File: src/rtl/alu_seq.sv
// Sequential ALU: single-cycle logic/arithmetic/shift ops, plus iterative
// signed Booth multiply and signed restoring divide, one step per clock.
module alu_seq #(
   parameter int DATA_WIDTH = 32
) (
   input  logic                      clk,
   input  logic                      clr,
   input  logic [DATA_WIDTH-1:0]     A,
   input  logic [DATA_WIDTH-1:0]     B,
   input  logic [4:0]                op,
   input  logic                      start,
   output logic                      busy,
   output logic                      done,
   output logic [2*DATA_WIDTH-1:0]   result,
   output logic                      div_zero,
   output logic                      bad_op
);

   // state | meaning
   // IDLE  | waiting for start; operands not yet latched
   // ITER  | one Booth or divide step per cycle, DATA_WIDTH steps
   // FIN   | register result and flags, pulse done, release busy

   localparam int W   = DATA_WIDTH;
   localparam int SHW = $clog2(W);
   localparam int CW  = $clog2(W + 1);

   localparam logic [4:0] OP_OR   = 5'd0;
   localparam logic [4:0] OP_AND  = 5'd1;
   localparam logic [4:0] OP_ADD  = 5'd2;
   localparam logic [4:0] OP_SUB  = 5'd3;
   localparam logic [4:0] OP_UADD = 5'd4;
   localparam logic [4:0] OP_MUL  = 5'd5;
   localparam logic [4:0] OP_DIV  = 5'd6;
   localparam logic [4:0] OP_SHR  = 5'd7;
   localparam logic [4:0] OP_SHRA = 5'd8;
   localparam logic [4:0] OP_SHL  = 5'd9;
   localparam logic [4:0] OP_ROR  = 5'd10;
   localparam logic [4:0] OP_ROL  = 5'd11;
   localparam logic [4:0] OP_NEG  = 5'd12;
   localparam logic [4:0] OP_NOT  = 5'd13;

   typedef enum logic [1:0] {IDLE, ITER, FIN} state_t;

   state_t            r_state;
   logic [W-1:0]      r_a;
   logic [W-1:0]      r_b;
   logic [4:0]        r_op;
   logic [W:0]        r_acc;
   logic [W-1:0]      r_q;
   logic              r_qm1;
   logic [CW-1:0]     r_cnt;
   logic              r_dz;
   logic              r_busy;
   logic              r_done;
   logic [2*W-1:0]    r_result;
   logic              r_div_zero;
   logic              r_bad_op;

   logic              w_accept;
   logic [W-1:0]      w_abs_a_in;
   logic [W-1:0]      w_abs_b;
   logic [W:0]        w_mcand;
   logic [W:0]        w_booth_sum;
   logic [W:0]        w_rem_sh;
   logic [W:0]        w_trial;
   logic [SHW-1:0]    w_amt;
   logic [2*W-1:0]    w_dbl;
   logic [W-1:0]      w_sra;
   logic [W-1:0]      w_ror;
   logic [W-1:0]      w_rol;
   logic [W-1:0]      w_quot;
   logic [W-1:0]      w_rem;
   logic [2*W-1:0]    w_fin_res;
   logic              w_fin_bad;

   // start coinciding with the done pulse is deliberately not accepted
   assign w_accept   = (r_state == IDLE) && start && !r_busy && !r_done;
   assign w_abs_a_in = A[W-1] ? -A : A;
   assign w_abs_b    = r_b[W-1] ? -r_b : r_b;

   // Booth accumulator is one bit wider so subtracting the most-negative
   // multiplicand cannot overflow.
   assign w_mcand = {r_a[W-1], r_a};
   always_comb begin
      w_booth_sum = r_acc;
      case ({r_q[0], r_qm1})
         2'b01:   w_booth_sum = r_acc + w_mcand;
         2'b10:   w_booth_sum = r_acc - w_mcand;
         default: w_booth_sum = r_acc;
      endcase
   end

   // Restoring divide on magnitudes; signs are applied in FIN.
   assign w_rem_sh = {r_acc[W-1:0], r_q[W-1]};
   assign w_trial  = w_rem_sh - {1'b0, w_abs_b};

   assign w_amt = r_b[SHW-1:0];
   assign w_dbl = {r_a, r_a};
   assign w_sra = $signed(r_a) >>> w_amt;
   assign w_ror = W'(w_dbl >> w_amt);
   assign w_rol = W'((w_dbl << w_amt) >> W);

   assign w_quot = (r_a[W-1] ^ r_b[W-1]) ? -r_q : r_q;
   assign w_rem  = r_a[W-1] ? -r_acc[W-1:0] : r_acc[W-1:0];

   always_comb begin
      w_fin_res = '0;
      w_fin_bad = 1'b0;
      case (r_op)
         OP_OR:   w_fin_res = {{W{1'b0}}, r_a | r_b};
         OP_AND:  w_fin_res = {{W{1'b0}}, r_a & r_b};
         OP_ADD:  w_fin_res = {{W{r_a[W-1]}}, r_a} + {{W{r_b[W-1]}}, r_b};
         OP_SUB:  w_fin_res = {{W{r_a[W-1]}}, r_a} - {{W{r_b[W-1]}}, r_b};
         OP_UADD: w_fin_res = {{W{1'b0}}, r_a} + {{W{1'b0}}, r_b};
         OP_MUL:  w_fin_res = {r_acc[W-1:0], r_q};
         OP_DIV:  w_fin_res = r_dz ? '0 : {w_rem, w_quot};
         OP_SHR:  w_fin_res = {{W{1'b0}}, r_a >> w_amt};
         OP_SHRA: w_fin_res = {{W{1'b0}}, w_sra};
         OP_SHL:  w_fin_res = {{W{1'b0}}, r_a << w_amt};
         OP_ROR:  w_fin_res = {{W{1'b0}}, w_ror};
         OP_ROL:  w_fin_res = {{W{1'b0}}, w_rol};
         OP_NEG:  w_fin_res = -{{W{r_a[W-1]}}, r_a};
         OP_NOT:  w_fin_res = {{W{1'b0}}, ~r_a};
         default: begin
            w_fin_res = '0;
            w_fin_bad = 1'b1;
         end
      endcase
   end

   always_ff @(posedge clk) begin
      if (clr) begin
         r_state    <= IDLE;
         r_a        <= '0;
         r_b        <= '0;
         r_op       <= '0;
         r_acc      <= '0;
         r_q        <= '0;
         r_qm1      <= 1'b0;
         r_cnt      <= '0;
         r_dz       <= 1'b0;
         r_busy     <= 1'b0;
         r_done     <= 1'b0;
         r_result   <= '0;
         r_div_zero <= 1'b0;
         r_bad_op   <= 1'b0;
      end else begin
         r_done <= 1'b0;
         case (r_state)
            IDLE: begin
               if (w_accept) begin
                  r_a    <= A;
                  r_b    <= B;
                  r_op   <= op;
                  r_busy <= 1'b1;
                  r_acc  <= '0;
                  r_qm1  <= 1'b0;
                  r_cnt  <= CW'(W - 1);
                  r_dz   <= 1'b0;
                  if (op == OP_MUL) begin
                     r_q     <= B;
                     r_state <= ITER;
                  end else if (op == OP_DIV) begin
                     if (B == '0) begin
                        r_dz    <= 1'b1;
                        r_state <= FIN;
                     end else begin
                        r_q     <= w_abs_a_in;
                        r_state <= ITER;
                     end
                  end else begin
                     r_state <= FIN;
                  end
               end
            end
            ITER: begin
               if (r_op == OP_MUL) begin
                  r_acc <= {w_booth_sum[W], w_booth_sum[W:1]};
                  r_q   <= {w_booth_sum[0], r_q[W-1:1]};
                  r_qm1 <= r_q[0];
               end else if (!w_trial[W]) begin
                  r_acc <= w_trial;
                  r_q   <= {r_q[W-2:0], 1'b1};
               end else begin
                  r_acc <= w_rem_sh;
                  r_q   <= {r_q[W-2:0], 1'b0};
               end
               if (r_cnt == '0) begin
                  r_state <= FIN;
               end else begin
                  r_cnt <= r_cnt - 1'b1;
               end
            end
            FIN: begin
               r_result   <= w_fin_res;
               r_div_zero <= r_dz;
               r_bad_op   <= w_fin_bad;
               r_done     <= 1'b1;
               r_busy     <= 1'b0;
               r_state    <= IDLE;
            end
            default: r_state <= IDLE;
         endcase
      end
   end

   assign busy     = r_busy;
   assign done     = r_done;
   assign result   = r_result;
   assign div_zero = r_div_zero;
   assign bad_op   = r_bad_op;

endmodule

File: config.mk
export PLATFORM = sky130hd
export DESIGN_NAME = alu_seq
export DESIGN_NICKNAME = d
export VERILOG_FILES = /design/src/rtl/alu_seq.sv
export SDC_FILE = /design/constraint.sdc
export NUM_CORES = 2
export LEC_CHECK = 0
export BUFFER_PORTS_ARGS = -buffer_cell sky130_fd_sc_hd__buf_2
export CAP_MARGIN = 20
export CORE_UTILIZATION = 52
export DETAILED_ROUTE_END_ITERATION = 10
export PLACE_DENSITY = 0.76
export SLEW_MARGIN = 40
export SYNTH_ARGS = -nofsm -noshare
export SYNTH_HDL_FRONTEND = slang
export SYNTH_SLANG_ARGS = --single-unit
File: constraint.sdc
create_clock -name clk -period 13.6 [get_ports clk]
set_input_delay 2.04 -clock clk [delete_from_list [all_inputs] [get_ports clk]]
set_output_delay 2.04 -clock clk [all_outputs]
set_load 0.05 [all_outputs]
# After elaboration in Yosys (flattened, before gate mapping)
# Index checks and enable logic that the tools add are counted.
[totals] reg_bits=212 output_inout_bits=68 elab_cells=116
[classes] addsub=12 eq_ne=25 shift=5 n_mux=37 bitwise=4 n_reduce_logical=19
[ops] op="64-bit one-hot mux with 14 select lines" n=1
[ops] op="32-bit 2-to-1 mux" n=9
[ops] op="33-bit one-hot mux with 2 select lines" n=2
[ops] op="32-bit negation" n=4
[ops] op="33-bit 2-to-1 mux" n=3
[ops] op="32-bit by 32-bit adder with 33-bit output" n=2
[ops] op="64-bit 2-to-1 mux" n=1
[ops] op="64-bit negation" n=1
[ops] op="32-bit one-hot mux with 2 select lines" n=1
[ops] op="64-bit by 5-bit << shifter with 64-bit output" n=1
[ops] op="64-bit by 5-bit >> shifter with 32-bit output" n=1
[ops] op="33-bit adder" n=1
[ops] op="32-bit by 32-bit subtractor with 33-bit output" n=1
[ops] op="33-bit by 32-bit subtractor with 33-bit output" n=1
[ops] op="33-bit subtractor" n=1
[ops] op="32-bit bitwise AND" n=1
[ops] op="32-bit zero test" n=1
[ops] op="32-bit NOT" n=1
[ops] op="32-bit OR" n=1
[ops] op="32-bit by 5-bit << shifter with 32-bit output" n=1
[ops] op="32-bit by 5-bit >> shifter with 32-bit output" n=1
[ops] op="32-bit by 5-bit >>> shifter with 32-bit output" n=1
[ops] op="5-bit by 3-bit equality test with 1-bit output (second input constant)" n=6
[ops] op="5-bit by 4-bit equality test with 1-bit output (second input constant)" n=6
[ops] op="25 further kinds" n=53

# Depth between registers and ports, before layout
[depth] word_depth=7 ltp_mapped=29 depth_no_buf=25

# Worst setup path after synthesis
# OpenSTA, ideal clock, no wires.
[synth_path] path_kind="reg-to-reg" start="reg r_b[0]" end="reg r_acc[3]" setup_ns=0.070 arrival_time_ns=5.799 required_time_ns=13.530 setup_slack_ns=7.731 path_stages_with_launch=30 n_path_buf=6 synth_period_minus_slack_ns=5.869 cell_sequence="dfxtp_1 buf_2 buf_2 inv_2 buf_2 buf_1 ha_1 nand3_1 nand2b_1 nor2_1 nand2_1 o31ai_1 xnor2_1 ha_1 and3_1 o2111a_1 nand3_1 o2111ai_1 nand2_1 o31ai_1 a21o_1 a21oi_1 o21ai_0 ha_1 clkbuf_1 clkbuf_1 nand2_1 o221ai_1 nand3_1 a21oi_1"
[synth_between] elab_chain_len=6
[synth_rtl] element="from (decl)" line_no="47" text="logic [W-1:0] r_b;"
[synth_rtl] element="from (signal assigned)" line_no="136" text="r_b <= '0;"
[synth_rtl] element="from (signal assigned)" line_no="154" text="r_b <= B;"
[synth_rtl] element="32-bit negation" line_no="80" text="assign w_abs_b = r_b[W-1] ? -r_b : r_b;"
[synth_rtl] element="32-bit 2-to-1 mux (*)" line_no="80"
[synth_rtl] element="33-bit by 32-bit subtractor with 33-bit output (*)" line_no="96" text="assign w_trial = w_rem_sh - {1'b0, w_abs_b};"
[synth_rtl] element="33-bit 2-to-1 mux (*)" line_no="182" text="end else if (!w_trial[W]) begin"
[synth_rtl] element="33-bit 2-to-1 mux (*)" line_no="178" text="if (r_op == OP_MUL) begin"
[synth_rtl] element="33-bit one-hot mux with 2 select lines (*)" line_no="150" text="case (r_state)"
[synth_rtl] element="to (signal assigned)" line_no="179" text="r_acc <= {w_booth_sum[W], w_booth_sum[W:1]};"
[synth_rtl] element="to (signal assigned)" line_no="183" text="r_acc <= w_trial;"
[synth_rtl] element="to (signal assigned)" line_no="186" text="r_acc <= w_rem_sh;"
[synth_rtl] element="to (decl)" line_no="49" text="logic [W:0] r_acc;"
# Every way passes the cells marked *; elsewhere a longest branch is shown, timed or not.
# A chain may end at the register's enable or synchronous reset.

# Worst setup path in the final report
[layout_path] start="reg r_b[2]" end="reg r_acc[29]"
# Same word-level chain as after synthesis.

==> out/metrics.yaml <==
die_area_um2: 51700
nFillCells: 5013
grt_pass1_wl_um: 192000
avgSynthCellArea_um2: 6.98
track_usage_pct: 50.9
ff2ff_path_depth: 25
routed_wl_um: 136000
fin_crit_sh_pct: 51.4
grt_pass1_vias: 27700
cpLargestDelayFamily: "simple AND/OR/NAND/NOR gates"
core_region_area_um2: 50100
postCtsHoldBufs: 0
area_growth_pct: 8.67
seq_power_share_pct: 21.6
irDropWorstVdd_uv: 130
status: "finished, final reports clean"
switchingPower_uw: 1670
postPlaceCellArea_um2: 27600
ys.flop_type: "dfxtp_1"
die_w_um: 227
critPathLaunchType: "flop"
drtIter0Drc: 5141
ant_nets: 0
whs_ns: 0.443
firstDrtPassIters: 7
ys_warn_count: 0
placedCellCount: 4379
tightest_slew_ns: 0.987
place_ws_ns: 6.88
cts_buffers: 26
syn-instance-count: 3783
std_cell_rows: 82
ctsLongestPathBuffers: 3
setup_ws_ns: 6.61
drv_slew: 0
synth-seq-area-share_pct: 16.1
async_flop_share_pct: 0
via_per_inst: 7.21
grt-ovfl-total: 0
fin_area_um2: 28700
ys_seq_elements: 212
max_stage_delay_ns: 0.67
root_buffer: "clkbuf_16"
antenna_found_initial: 5
clk_latency_ns: 0.60
hold_violations: 0
power.internal_uw: 1770
initial_utilization_pct: 52.7
syn-cell-area_um2: 26400
cts_num_sinks: 212
setup_viol: 0
clkSlewWorstSetupHoldPaths_ns: 0.06
synth-edff-count: 0
drive_gt1_share_pct: 10.8
synth_top_area_share_pct: 16.1
finClkSkew_ns: 0.0356
slowest_stage: "nor3_1"
cp_max_fo: 54
finalSetupTns_ns: 0
cp_num_buf_inv: 2
min_period_ns: 6.99
crit_type: "flop to flop"
final_cell_count_no_fill: 4429
cts.repair.resized: 0
power.density_nw_per_um2: 120
fmax_ghz: 0.143
cp.arrival_ns: 7.49
htreeDepth: 1
cts_tree: "yes"
rsz0062_at_grt: "false"
power.leakage_uw: 0.0111
final_common_cell: "nand2_1"
switching_share_pct: 48.6
most-common-layout-cells: "nand2_1 (478), a21oi_1 (381), nor2_1 (350)"
crit_required_ns: 14.10
vias: 31900
place_congestion: 1.12
post-dp-hpwl_um: 104000
cts_setup_buffers: 0
io_pins: 140
die_h_um: 227
port_buffers: 139
grt_max_degree: 89
endpoint_kind: "flop"
comb_power_share_pct: 53.7
ys_types: 91
final_nets: 3983
path_depth: 25
wire_per_inst_um: 30.7
maxSlewHeadroom_pct: 33.5
min_delay_path_depth: 1
power.share.clock_pct: 24.7
max_cap_viol_count: 0
synth_top_area_cell: "dfxtp_1"
drc: 0
synth_nets: 4030
hold_class: "flop to flop"
synth_area_leaders: "dfxtp_1 (16%), ha_1 (8.1%), a21oi_1 (7.3%)"
registers in the layout, summed over array words and instances (netlist names):
signal,cells
r_a,32
r_op,5
r_qm1,1
bad_op,1
r_acc,33
r_state,2
div_zero,1
r_cnt,6
r_b,32
busy,1
result,64
done,1
r_q,32
r_dz,1
routing by layer:
metal | vias to the layer above | global-route usage [%] | routed length (um)
li1 | 13800 | - | -
met2 | 2619 | 68.5 | 51900
met4 | 8 | 28.5 | 9440
met5 | - | 1.42 | 138
met3 | 512 | 20.6 | 22400
met1 | 15000 | 67.7 | 52100
per-stage QoR:
stage	util (%)	power [uW]
2_1_floorplan	-	1850
3_3_place_gp	55.0	2480
3_5_place_dp	55.1	2480
4_1_cts	57.2	3330
5_1_grt	57.3	3530
6_report	57.3	3440
power by group through the flow:
stage	sequential, uW	combinational, uW	clock, uW
global route	744	1910	875
CTS	735	1740	855
detailed placement	748	1730	0
global placement	746	1730	0
floorplan	734	1120	0
finish	743	1850	851
path summary, 6_finish.rpt:
kind                           from  slack [ns]                      to
max reg2reg     r_b[2]$_SDFFE_PP0P_        6.61  r_acc[29]$_SDFFE_PP0P_
max             r_b[2]$_SDFFE_PP0P_        6.61  r_acc[29]$_SDFFE_PP0P_
min reg2reg  result[7]$_SDFFE_PP0P_        0.44  result[7]$_SDFFE_PP0P_
min          result[7]$_SDFFE_PP0P_        0.44  result[7]$_SDFFE_PP0P_
cell usage after synthesis (all sizes together), types with 50 or more instances:
cell type	instances
xor2	71
nand3	75
ha	171
dfxtp	212
nor3	88
inv	128
a21oi	383
buf	50
mux2i	89
clkbuf	259
xnor2	134
o22ai	52
o21ai	291
nand2	478
nor2	352
a211oi	93
o31ai	53
cell families after synthesis:
family / share of synthesized area, %
AOI/OAI and AO/OA: 32.2
and+or+nand+nor: 22.3
buffers and inverters: 6.39
DFF: 16.1
xor gates and xnor gates: 6.80
adders and majority gates: 8.41
muxes: 7.90
area by class of cell:
type,count,area [um^2],share of cell area (%)
inverter,131,492,1.71
tap,672,841,2.93
timing repair buffer,235,1450,5.05
clock buffer,34,741,2.58
sequential,212,4260,14.9
antenna,2,5.00,0.0174
clock inverter,13,297,1.03
multi-input combinational,3130,20600,71.8
Note: power is estimated with default switching activity, not from simulation.
